**src/rtl/bingo_grid_scanner.sv**
```systemverilog
// Raster-to-cell coordinate scanner for the 5x5 Bingo board window.
// Stage 1 addresses the window/number BRAMs; stage 2 lines up with their read data.
module bingo_grid_scanner #(
  parameter int GRID_X0 = 80,
  parameter int GRID_Y0 = 0,
  parameter int BLOCK_W = 96,
  parameter int N_CELL  = 5
) (
  input  logic                        clk_25MHz,
  input  logic                        all_rst,
  input  logic [9:0]                  h_cnt,
  input  logic [9:0]                  v_cnt,
  input  logic                        hsync_in,
  input  logic                        vsync_in,
  input  logic [5*N_CELL*N_CELL-1:0]  map,
  input  logic [2:0]                  cursor_x,
  input  logic [2:0]                  cursor_y,
  output logic [2:0]                  block_x,
  output logic [2:0]                  block_y,
  output logic [6:0]                  pixel_x,
  output logic [6:0]                  pixel_y,
  output logic                        in_grid,
  output logic [4:0]                  cell_num,
  output logic                        is_cursor,
  output logic                        hsync_out,
  output logic                        vsync_out
);

  localparam int STAGES = 2;
  localparam int NC     = N_CELL * N_CELL;
  localparam int IW     = $clog2(NC) + 1;
  localparam logic [9:0] X0   = 10'(GRID_X0);
  localparam logic [9:0] Y0   = 10'(GRID_Y0);
  localparam logic [9:0] SPAN = 10'(N_CELL * BLOCK_W);
  localparam logic [6:0] PMAX = 7'(BLOCK_W - 1);

  logic [9:0]             h_off, v_off;
  logic                   in_x, in_y;
  logic [STAGES:1]        vld_pipe;
  logic [STAGES:1][1:0]   sync_pipe;
  logic [IW-1:0]          idx;
  logic [4:0]             cell_sel;

  // Offset compare folds the lower bound into the unsigned wrap.
  assign h_off = h_cnt - X0;
  assign v_off = v_cnt - Y0;
  assign in_x  = h_off < SPAN;
  assign in_y  = v_off < SPAN;

  assign idx = IW'(block_y) * IW'(N_CELL) + IW'(block_x);

  always_comb begin
    cell_sel = '0;
    for (int k = 0; k < NC; k++)
      if (idx == IW'(k)) cell_sel = map[5*k +: 5];
  end

  always_ff @(posedge clk_25MHz) begin
    if (!all_rst) begin
      pixel_x   <= '0;
      block_x   <= '0;
      pixel_y   <= '0;
      block_y   <= '0;
      vld_pipe  <= '0;
      sync_pipe <= '0;
      cell_num  <= '0;
      is_cursor <= 1'b0;
    end else begin
      if (!in_x || h_cnt == X0) begin
        pixel_x <= '0;
        block_x <= '0;
      end else if (pixel_x == PMAX) begin
        pixel_x <= '0;
        block_x <= block_x + 3'd1;
      end else begin
        pixel_x <= pixel_x + 7'd1;
      end

      // Vertical state advances once per line, on the h_cnt==0 cycle.
      if (h_cnt == '0) begin
        if (v_cnt == Y0 || !in_y) begin
          pixel_y <= '0;
          block_y <= '0;
        end else if (pixel_y == PMAX) begin
          pixel_y <= '0;
          block_y <= block_y + 3'd1;
        end else begin
          pixel_y <= pixel_y + 7'd1;
        end
      end

      vld_pipe[1]  <= in_x && in_y;
      vld_pipe[2]  <= vld_pipe[1];
      sync_pipe[1] <= {hsync_in, vsync_in};
      sync_pipe[2] <= sync_pipe[1];
      cell_num     <= vld_pipe[1] ? cell_sel : '0;
      is_cursor    <= vld_pipe[1] && block_x == cursor_x && block_y == cursor_y;
    end
  end

  assign in_grid   = vld_pipe[STAGES];
  assign hsync_out = sync_pipe[STAGES][1];
  assign vsync_out = sync_pipe[STAGES][0];

endmodule

```
**config.mk**
```make
export PLATFORM = sky130hd
export DESIGN_NAME = bingo_grid_scanner
export DESIGN_NICKNAME = d
export VERILOG_FILES = /design/src/rtl/bingo_grid_scanner.sv
export SDC_FILE = /design/constraint.sdc
export NUM_CORES = 1
export LEC_CHECK = 0
export CAP_MARGIN = 30
export CORE_AREA = 3 3 117 119
export DETAILED_ROUTE_END_ITERATION = 7
export DIE_AREA = 0 0 120 122
export MAX_ROUTING_LAYER = met4
export PLACE_DENSITY = 0.59
export SLEW_MARGIN = 10
export SYNTH_ARGS = -nofsm -noshare
export SYNTH_HDL_FRONTEND = slang
export SYNTH_SLANG_ARGS = --single-unit
```
**constraint.sdc**
```tcl
create_clock -name clk_25MHz -period 4.2 [get_ports clk_25MHz]
set_clock_uncertainty 0.2 [all_clocks]
set_input_delay 0.63 -clock clk_25MHz [delete_from_list [all_inputs] [get_ports clk_25MHz]]
set_output_delay 0.63 -clock clk_25MHz [all_outputs]
set_load 0.1 [all_outputs]
```
Yosys cells after proc, flatten, opt, wreduce, memory -nomap -nowiden
Cells that the tools add are included.

RAM bits: 0. Output and inout port bits: 29. Bits in latches: 0. Input bits: 155. Memories kept: 0. Logic and storage cells: 92. Register bits after elaboration: 32. Memory bits (read-only): 0.

Magnitude comparators: 2. Div/mod/pow operators: 0. Equal/unequal tests: 29. Add/sub/neg operators: 6. Reduce and logical (&&, ||, !) cells: 15. Bitwise gates (word level): 1. Muxes and demuxes: 29. Multiply operators: 1. Shift operators: 0.

Operators by type and width (number): $mux 5 (25); $eq 6x5->1 const B (9); $eq 6x4->1 const B (8); $eq 6x3->1 const B (4); $logic_not 10->1 (2); $lt 10x9->1 const B (2); $add 7x1->7 const B (2); $eq 7x7->1 const B (2); $mux 7 (2); $eq 6x2->1 const B (2); $eq 10x7->1 const B (1); $sub 10x7->10 const B (1); $add 3x1->3 const B (2); $add 6x3->6 (1); $eq 3x3->1 (2); $eq 6x1->1 const B (1); $logic_not 6->1 (1); $mul 3x3->6 const B (1); $mux 3 (2); $reduce_and 2->1 (2); $logic_and 1x1->1 (3); $reduce_or 3->1 (1); $logic_not 1->1 (2); $logic_or 1x1->1 (2); 3 further kinds (3).

Logic depth before layout (Yosys ltp)
Gate-level depths: netlist (run 1).

Depth after elaboration: 28. Mapped depth: 12. Gate-level depth less buffers: 10.

Worst setup path after synthesis (run 1)
Ideal clock, no wire load.

Kind: register to register. Start: register block_y[0]. End: register cell_num[2]. Cell stages (with the launch flop): 11. Arrival time: 3689 ps. Path slack: 186 ps. Required time: 3875 ps. Library setup time: 125 ps. Cells stage by stage: dfxtp_1 -> ha_1 -> ha_1 -> inv_1 -> fa_1 -> or3b_4 -> o22a_4 -> or3b_4 -> o22a_1 -> a21oi_1 -> o22ai_1.

Word-level cells in the longest chain between the ends: 28. Elaborated cells on any way between the ends: 52. Those cells by class: add/sub: 1; mul: 1; eq/ne: 24; mux: 25; reduce/logical: 1.

Ends and longest elaborated chain: start: declaration (RTL line 19) `output logic [2:0] block_y,`; start signal: assignment (RTL line 86) `block_y <= block_y + 3'd1;`; $mul 3x3->6 * (RTL line 50) `assign idx = IW'(block_y) * IW'(N_CELL) + IW'(block_x);`; $add 6x3->6 * (RTL line 50); $logic_not 6->1 (RTL line 55) `if (idx == IW'(k)) cell_sel = map[5*k +: 5];`; $mux 5 (24 in a row) (RTL line 55); $mux 5 * (RTL line 55); end signal: assignment (RTL line 96) `cell_num <= vld_pipe[1] ? cell_sel : '0;`; end: declaration (RTL line 23) `output logic [4:0] cell_num,`.

Mark *: on every way between the ends. The rest lies on a longest branch, timed or not. A chain may end at the register's enable or synchronous reset.

Worst setup path after layout (run 1)
Start: register block_y[0]. End: register cell_num[3].

The elaborated chain is that of the path after synthesis.

==> run_results.csv, run 1 <==
group,metric,value,unit
power_and_ir_drop,total_leakage_power,0.001859,µW
clock_network,worst_skew_pair.late_latency,0.27,ns
power_and_ir_drop,clock_share_of_power,0.429,
timing,final_min_period_over_clock_period,0.8820,
drt,vias_per_cell,5.043,
global_routing,grt_max_degree,27,
worst_setup_path,cpLargestDelayFamily,"adder cells",
layout,share_of_cells_above_drive_strength_1,0.08824,
floorplan,site_row_count,41,
clock_network,cts_resized,0,
logic_synthesis,number_of_synthesized_flops_with_an_enable_pin,0,
logic_synthesis,mappedNetlistNets,540,
drt,wl,12920,µm
clock_network,cts_hold_repair.buffers,0,
power_and_ir_drop,switching_share,0.2233,
worst_setup_path,regToRegStartpoint,"block_y[0]",
global_routing,vias_in_the_first_global_route,3741,
timing,slew_margin_rel,0.3264,
hold_path,timing.hold.worst.start,"sync_pipe[1]",
clock_network,postCtsSetupRepairBufs,0,
global_routing,antenna_found_initial,0,
timing,worst_hold_slack,0.2353,ns
logic_synthesis,synthCells,368,
drt,iteration_0_drc_markers,250,
drt,drtAntennaViolNets,0,
hold_path,worst_hold_path_type,"flop to flop",
worst_setup_path,crit_path_start_kind,"flop",
logic_synthesis,postSynth.asyncResetShare,0,
worst_setup_path,most_used_cell_along_the_critical_path,"ha_1",
clock_network,htreeDepth,2,
floorplan,core_region_area,0.01267,mm²
timing,final-hold-violation-count,0,
floorplan,die_area,0.01464,mm²
floorplan,floorplan.die.width,120,µm
layout,stdcell_count,716,
worst_setup_path,timing.critical_path.to_type,"flop",
worst_setup_path,critPathBufInv,2,
placed_design,placed_cells,707,
drt,wl_per_cell,18.04,µm
clock_network,numCtsBuffers,5,
placed_design,gp_routability_congestion,0.9557,
power_and_ir_drop,switching_power,214.8,µW
clock_network,clock-root-buffer,"clkbuf_16",
floorplan,die_h,122,µm
global_routing,grt_pass1_wl,20240,µm
clock_network,clkTransAtPathRegs,0.05,ns
timing,final-max-slew-violation-count,0,
worst_setup_path,setup_slack_of_the_most_critical_reg_to_reg_path,0.50,ns
clock_network,clkSinkCount,32,
logic_synthesis,synth_common_cells,"nor2_1 (38), dfxtp_1 (32), nand2_1 (29), ha_1 (16), mux2i_1 (16)",
worst_setup_path,arrival_time_worst_endpoint,3.67,ns
logic_synthesis,synth-seq-cells,32,
power_and_ir_drop,p_seq_frac,0.322,
power_and_ir_drop,power_report.internal_total,747.1,µW
worst_setup_path,critical_path.max_stage_delay,0.74,ns
timing,clock.fmax,269.9,MHz
drt,vias,3611,
placed_design,hpwlAfterDp,10500,µm
worst_setup_path,worstPathCellList,"ha_1 > ha_1 > inv_1 > fa_1 > buf_4 > nand2b_1 > nor2_1 > nor4b_4 > nor4_1 > o211a_1 > a211o_1",
worst_setup_path,required,4.16,ns
timing,finalSetupViolCount,0,
layout,n_antenna_cell,0,
logic_synthesis,netlist.top_cell.by_area,"dfxtp_1",
run,drv_cap,0,
worst_setup_path,timing.critical_path.from,"block_y[0]",
logic_synthesis,postSynthAreaPerCell,8.568,µm²
clock_network,largest_buffer_count_on_any_clock_path,2,
logic_synthesis,synthMostInstantiatedCell,"nor2_1",
power_and_ir_drop,power.density_cell_area,180.5,mW/mm²
timing,final_period_minus_worst_setup_slack,3.704,ns
drt,drtPass1Iterations,5,
layout,flow.area_growth_from_synthesis,68.97,%
power_and_ir_drop,vdd.ir_drop.worst,129.4,µV
drt,route.detailed.drc,0,
global_routing,globalRouteOverflowTotal,0,
timing,grt_setup_unrepaired,"no",
power_and_ir_drop,combinationalPowerShare,0.248,
worst_setup_path,crit_slowest_cell,"fa_1",
worst_setup_path,highest_net_fanout_along_the_worst_path,11,
floorplan,design.portCount,184,
status,status,"complete, no violations",
floorplan,floorplan.initialDensity,0.2488,
logic_synthesis,dominantRegCellSynth,"dfxtp_1",
clock_network,cts_tree,"built",
logic_synthesis,yosys_warnings,0,
timing,fin_setup_tns,0,ns
placed_design,numPortBuffers,183,
global_routing,track_usage,0.1759,
layout,finish.net_count,715,
logic_synthesis,mappedNetlistArea,0.003153,mm²
worst_setup_path,worst-setup-path-type,"flop to flop",
logic_synthesis,netlist.area_leader.share,0.2032,
logic_synthesis,ys_types,75,
logic_synthesis,netlist_top_cells_area,"dfxtp_1 (20%), mux4_2 (9.3%), ha_1 (6.3%), mux2i_1 (5.1%), nor2_1 (4.5%)",
timing,worstMarginPinSlew,1.007,ns
logic_synthesis,yosysSeqAreaShare,0.2032,
-- power by group through the flow --
| stage | Sequential (µW) | Combinational (µW) | Clock (µW) |
|---|---|---|---|
| final | 310 | 239 | 413 |
| after global routing | 310 | 254 | 442 |
| after CTS | 310 | 240 | 424 |
| after detailed placement | 317 | 238 | 0 |
| after global placement | 317 | 236 | 0 |
| after floorplan | 339 | 46.1 | 0 |
-- cells in the final DEF (no fill, tap or decap), types with 5 or more instances in the layout --
| cell type | instances |
|---|---|
| clkdlybuf4s50_1 | 183 |
| nor2_1 | 38 |
| dfxtp_1 | 32 |
| nand2_1 | 29 |
| mux2i_1 | 16 |
| ha_1 | 15 |
| xor2_1 | 13 |
| o21ai_0 | 13 |
| mux4_2 | 13 |
| a21oi_1 | 12 |
| o22ai_1 | 12 |
| inv_1 | 11 |
| xnor2_1 | 9 |
| nor3_1 | 8 |
| nand4_1 | 7 |
| nand2b_1 | 6 |
| nand3_1 | 6 |
| and2_1 | 6 |
| buf_4 | 6 |
| a22oi_1 | 5 |
| clkbuf_16 | 5 |
-- cell families after synthesis --
logic type               share of synthesized area
multiplexers                                0.1544
flip-flops                                  0.2032
buffers and inverters                      0.05119
AND/OR/NAND/NOR                             0.2425
AO/OA/AOI/OAI                               0.2179
XOR/XNOR                                   0.06111
adder cells (fa/ha/maj)                    0.06984
-- cell type report --
class | instances | area, µm²
Tap cell | 172 | 215.2
Timing Repair Buffer | 191 | 1909
Sequential cell | 32 | 640.6
Fill cell | 1303 | 7343
Clock inverter | 3 | 42.54
Clock buffer | 5 | 125.1
Inverter | 11 | 41.29
Multi-Input combinational cell | 302 | 2354
-- path summary, 6_finish.rpt --
kind	endpoint	cells after the start
max	cell_num[3]	11
min reg2reg	hsync_out	1
min	hsync_out	1
max reg2reg	cell_num[3]	11
-- routing by layer --
metal  global-route usage  routed length (µm)  up-vias
li1                     -                   -     1758
met2               0.2866                6244      138
met4              0.02434                  79        0
met3              0.03575                 804        6
met5                    -                   0        -
met1               0.2322                5788     1709
-- through the flow --
step / util / cell area (µm²) / total power (µW) / setup WS, ns
2_1_floorplan: - / 3153 / 385.1 / 0.1859
3_5_place_dp: 0.4068 / 5155 / 554.5 / 0.5099
6_report: 0.4205 / 5328 / 961.9 / 0.4955
3_3_place_gp: 0.4047 / 5127 / 552.7 / 0.6719
4_1_cts: 0.4201 / 5323 / 973.8 / 0.4773
5_1_grt: 0.4205 / 5328 / 1007 / 0.2696
-- flip-flops by register name, summed over array words and instances (netlist names) --
signal / count
pixel_x: 7
pixel_y: 7
cell_num: 5
block_x: 3
block_y: 3
sync_pipe: 2
vld_pipe: 2
hsync_out: 1
is_cursor: 1
vsync_out: 1
(Power assumes the default switching activity.)
==> run 2, diff against run 1 <==
--- a/config.mk
+++ b/config.mk
@@ -7,11 +7,13 @@
 export LEC_CHECK = 0
 export CAP_MARGIN = 30
 export CORE_AREA = 3 3 117 119
+export CTS_CLUSTER_SIZE = 14
 export DETAILED_ROUTE_END_ITERATION = 7
 export DIE_AREA = 0 0 120 122
 export MAX_ROUTING_LAYER = met4
 export PLACE_DENSITY = 0.59
-export SLEW_MARGIN = 10
+export SLEW_MARGIN = 20
 export SYNTH_ARGS = -nofsm -noshare
 export SYNTH_HDL_FRONTEND = slang
 export SYNTH_SLANG_ARGS = --single-unit
+export TNS_END_PERCENT = 20
==> results of run 2 <==
No change in the layout: final DEF, timing and power equal those of run 1.
==> run 3, diff against run 2 <==
--- a/config.mk
+++ b/config.mk
@@ -5,13 +5,14 @@
 export SDC_FILE = /design/constraint.sdc
 export NUM_CORES = 1
 export LEC_CHECK = 0
+export ABC_AREA = 1
 export CAP_MARGIN = 30
-export CORE_AREA = 3 3 117 119
+export CORE_AREA = 3 3 115 117
 export CTS_CLUSTER_SIZE = 14
 export DETAILED_ROUTE_END_ITERATION = 7
-export DIE_AREA = 0 0 120 122
+export DIE_AREA = 0 0 118 120
 export MAX_ROUTING_LAYER = met4
-export PLACE_DENSITY = 0.59
+export PLACE_DENSITY = 0.6
 export SLEW_MARGIN = 20
 export SYNTH_ARGS = -nofsm -noshare
 export SYNTH_HDL_FRONTEND = slang
==> run 3 against run 2 <==
Via count is 12% higher. Routed wire length is 8.2% lower. Fmax is 2.3% lower. Total power is 1.1% lower. Core utilization is 0.64 points higher. Non-clock buffer count is 4 lower. Design area is 0.12% lower. Critical path depth is 13 higher. Sequential share of layout area hardly changed. Clock power hardly changed. Critical endpoint is now cell_num[4]. Largest power group unchanged.
==> run_results.csv, run 3 <==
group,metric,value,unit
worst_setup_path,arrival_time_worst_endpoint,3.76,ns
worst_setup_path,most_used_cell_along_the_critical_path,"nand2_1",
floorplan,core_region_area,0.01247,mm²
drt,wl_per_cell,13.09,µm
clock_network,htreeDepth,2,
drt,drtAntennaViolNets,0,
status,status,"complete, no violations",
run,drv_cap,0,
hold_path,worst_hold_path_type,"flop to flop",
worst_setup_path,timing.critical_path.to_type,"flop",
worst_setup_path,critical_path.max_stage_delay,0.49,ns
logic_synthesis,ys_types,35,
layout,layout.cells.most_common_list,"clkdlybuf4s50_1 (183), nand2_1 (172), inv_1 (96), nor2_1 (57), nand3_1 (39)",
timing,final_period_minus_worst_setup_slack,3.791,ns
floorplan,die_h,120,µm
placed_design,hpwlAfterDp,10240,µm
drt,iteration_0_drc_markers,223,
logic_synthesis,mappedNetlistNets,715,
global_routing,vias_in_the_first_global_route,3983,
logic_synthesis,mappedNetlistArea,0.003079,mm²
power_and_ir_drop,total_leakage_power,0.002324,µW
layout,n_fill_cell,1290,
drt,drtPass1Iterations,4,
logic_synthesis,synthMostInstantiatedCell,"nand2_1",
logic_synthesis,dominantRegCellSynth,"dfxtp_1",
global_routing,globalRouteOverflowTotal,0,
timing,finalSetupViolCount,0,
clock_network,clkSinkCount,32,
clock_network,clkTransAtPathRegs,0.05,ns
power_and_ir_drop,fin_total_pwr,951.1,µW
floorplan,floorplan.die.width,118,µm
layout,biggestRegsByFlops,"pixel_x: 7 flops, pixel_y: 7 flops, cell_num: 5 flops",
logic_synthesis,yosysSeqAreaShare,0.2080,
timing,final-hold-violation-count,0,
floorplan,site_row_count,41,
timing,worstMarginPinSlew,1.029,ns
logic_synthesis,synth-seq-cells,32,
drt,wl,11860,µm
timing,slew_margin_rel,0.3120,
power_and_ir_drop,vdd.ir_drop.worst,307.2,µV
layout,most_common_library_cell_in_the_layout_ignoring_fill_and_taps,"clkdlybuf4s50_1",
logic_synthesis,yosys_warnings,0,
logic_synthesis,postSynth.asyncResetShare,0,
global_routing,antenna_found_initial,0,
timing,final-max-slew-violation-count,0,
timing,grt_setup_unrepaired,"no",
power_and_ir_drop,power.density_cell_area,178.7,mW/mm²
worst_setup_path,setup_slack_of_the_most_critical_reg_to_reg_path,0.41,ns
worst_setup_path,required,4.17,ns
clock_network,postCtsSetupRepairBufs,0,
timing,clock.fmax,263.8,MHz
placed_design,numPortBuffers,183,
worst_setup_path,worst-setup-path-type,"flop to flop",
worst_setup_path,cpLargestDelayFamily,"simple AND/OR/NAND/NOR gates",
drt,route.detailed.drc,0,
floorplan,floorplan.initialDensity,0.2470,
global_routing,grt_max_degree,15,
worst_setup_path,highest_net_fanout_along_the_worst_path,14,
global_routing,track_usage,0.1697,
worst_setup_path,worstPathCellList,"ha_1 > ha_1 > inv_1 > fa_1 > nor3_1 > nor2_2 > nand2_2 > inv_2 > nand2_2 > nand2_1 > inv_1 > nand3_1 > nand2_1 > nand3_1 > nand2_1 > nand4_1 > nor2_1 > nand3_1 > nand2_1 > nand4_1 > nand2_1 > nand4_1 > nor2_1 > nor2_1",
timing,fin_setup_tns,0,ns
clock_network,clock-root-buffer,"clkbuf_16",
clock_network,numCtsBuffers,5,
floorplan,die_area,0.01416,mm²
layout,share_of_cells_above_drive_strength_1,0.05722,
logic_synthesis,synthCells,543,
layout,flow.area_growth_from_synthesis,72.82,%
global_routing,grt_pass1_wl,19310,µm
clock_network,largest_buffer_count_on_any_clock_path,2,
clock_network,worst_skew_pair.late_latency,0.28,ns
layout,stdcell_count,906,
timing,final_min_period_over_clock_period,0.9026,
drt,vias,4037,
logic_synthesis,netlist.top_cell.by_area,"nand2_1",
drt,vias_per_cell,4.456,
placed_design,gp_routability_congestion,0.9332,
floorplan,design.portCount,184,
layout,n_antenna_cell,0,
worst_setup_path,crit_slowest_cell,"fa_1",
logic_synthesis,netlist.area_leader.share,0.2097,
logic_synthesis,number_of_synthesized_flops_with_an_enable_pin,0,
worst_setup_path,crit_path_start_kind,"flop",
worst_setup_path,critPathBufInv,3,
logic_synthesis,postSynthAreaPerCell,5.671,µm²
placed_design,placed_cells,898,
logic_synthesis,synth_common_cells,"nand2_1 (172), inv_1 (96), nor2_1 (58), nand3_1 (39), dfxtp_1 (32)",
clock_network,cts_tree,"built",
layout,finish.net_count,905,
logic_synthesis,netlist_top_cells_area,"nand2_1 (21%), dfxtp_1 (21%), inv_1 (12%), nor2_1 (7.1%), ha_1 (6.5%)",
-- run 3: cell type report --
class	instances	area, µm²	area share
clock buffer	5	125.1	0.02351
clock inverter	3	42.54	0.007994
inverter	103	386.6	0.07265
multi-input combinational	404	2029	0.3814
sequential	32	640.6	0.1204
tap	172	215.2	0.04044
timing repair buffer	187	1882	0.3536
-- run 3: metal layers --
| layer | track usage | up-vias | share of wire |
|---|---|---|---|
| met3 | 0.04995 | 17 | 0.091 |
| met5 | - | - | 0 |
| li1 | - | 2097 | - |
| met2 | 0.2806 | 147 | 0.46 |
| met1 | 0.2029 | 1776 | 0.43 |
| met4 | 0.04542 | 0 | 0.018 |
-- run 3: stage by stage --
step / setup WS [ns] / utilization / hold slack (ns) / instance area [µm²]
after global routing: 0.03628 / 0.4269 / 0.2528 / 5321
after floorplan: 0.2028 / - / 0.1905 / 3079
after detailed placement: 0.1917 / 0.4132 / 0.2064 / 5151
final: 0.4089 / 0.4269 / 0.2146 / 5321
after CTS: 0.1811 / 0.4267 / 0.2209 / 5319
after global placement: 0.3461 / 0.4110 / 0.2039 / 5124
-- run 3: logic make-up (layout without fill, tap and decap cells) --
group                    count (synthesis)  in the layout  synth area share
AO/OA/AOI/OAI                           34             34           0.06380
buffers and inverters                  107            298            0.1337
adder cells (fa/ha/maj)                 17             17           0.07152
AND/OR/NAND/NOR                        348            348            0.5087
XOR/XNOR                                 5              5           0.01422
flip-flops                              32             32            0.2080
-- run 3: what timing repair did --
item,4_1_cts,5_1_grt
resized for setup,0,1
endpoints found under the setup margin,0,5
hold buffers,0,0
-- run 3: worst paths after layout --
check	start	depth (start not counted)	to
worst max-delay path	block_y[2]	24	cell_num[4]
worst min-delay path	sync_pipe[0]	2	vsync_out
worst max register to register	block_y[2]	24	cell_num[4]
worst min register to register	sync_pipe[0]	2	vsync_out
-- run 3: tightest hold or removal path, stage by stage, from the launching register on --
cell and delay [ns]:
dfxtp_1 0.30, nand2_1 0.05, inv_1 0.04
-- run 3: report_power, final --
part | leakage, µW | switching [µW] | total, µW | internal (µW)
registers | 0.000259 | 2.19 | 311 | 309
clock network | 0.0000798 | 131 | 410 | 278
logic | 0.00198 | 83.1 | 231 | 147
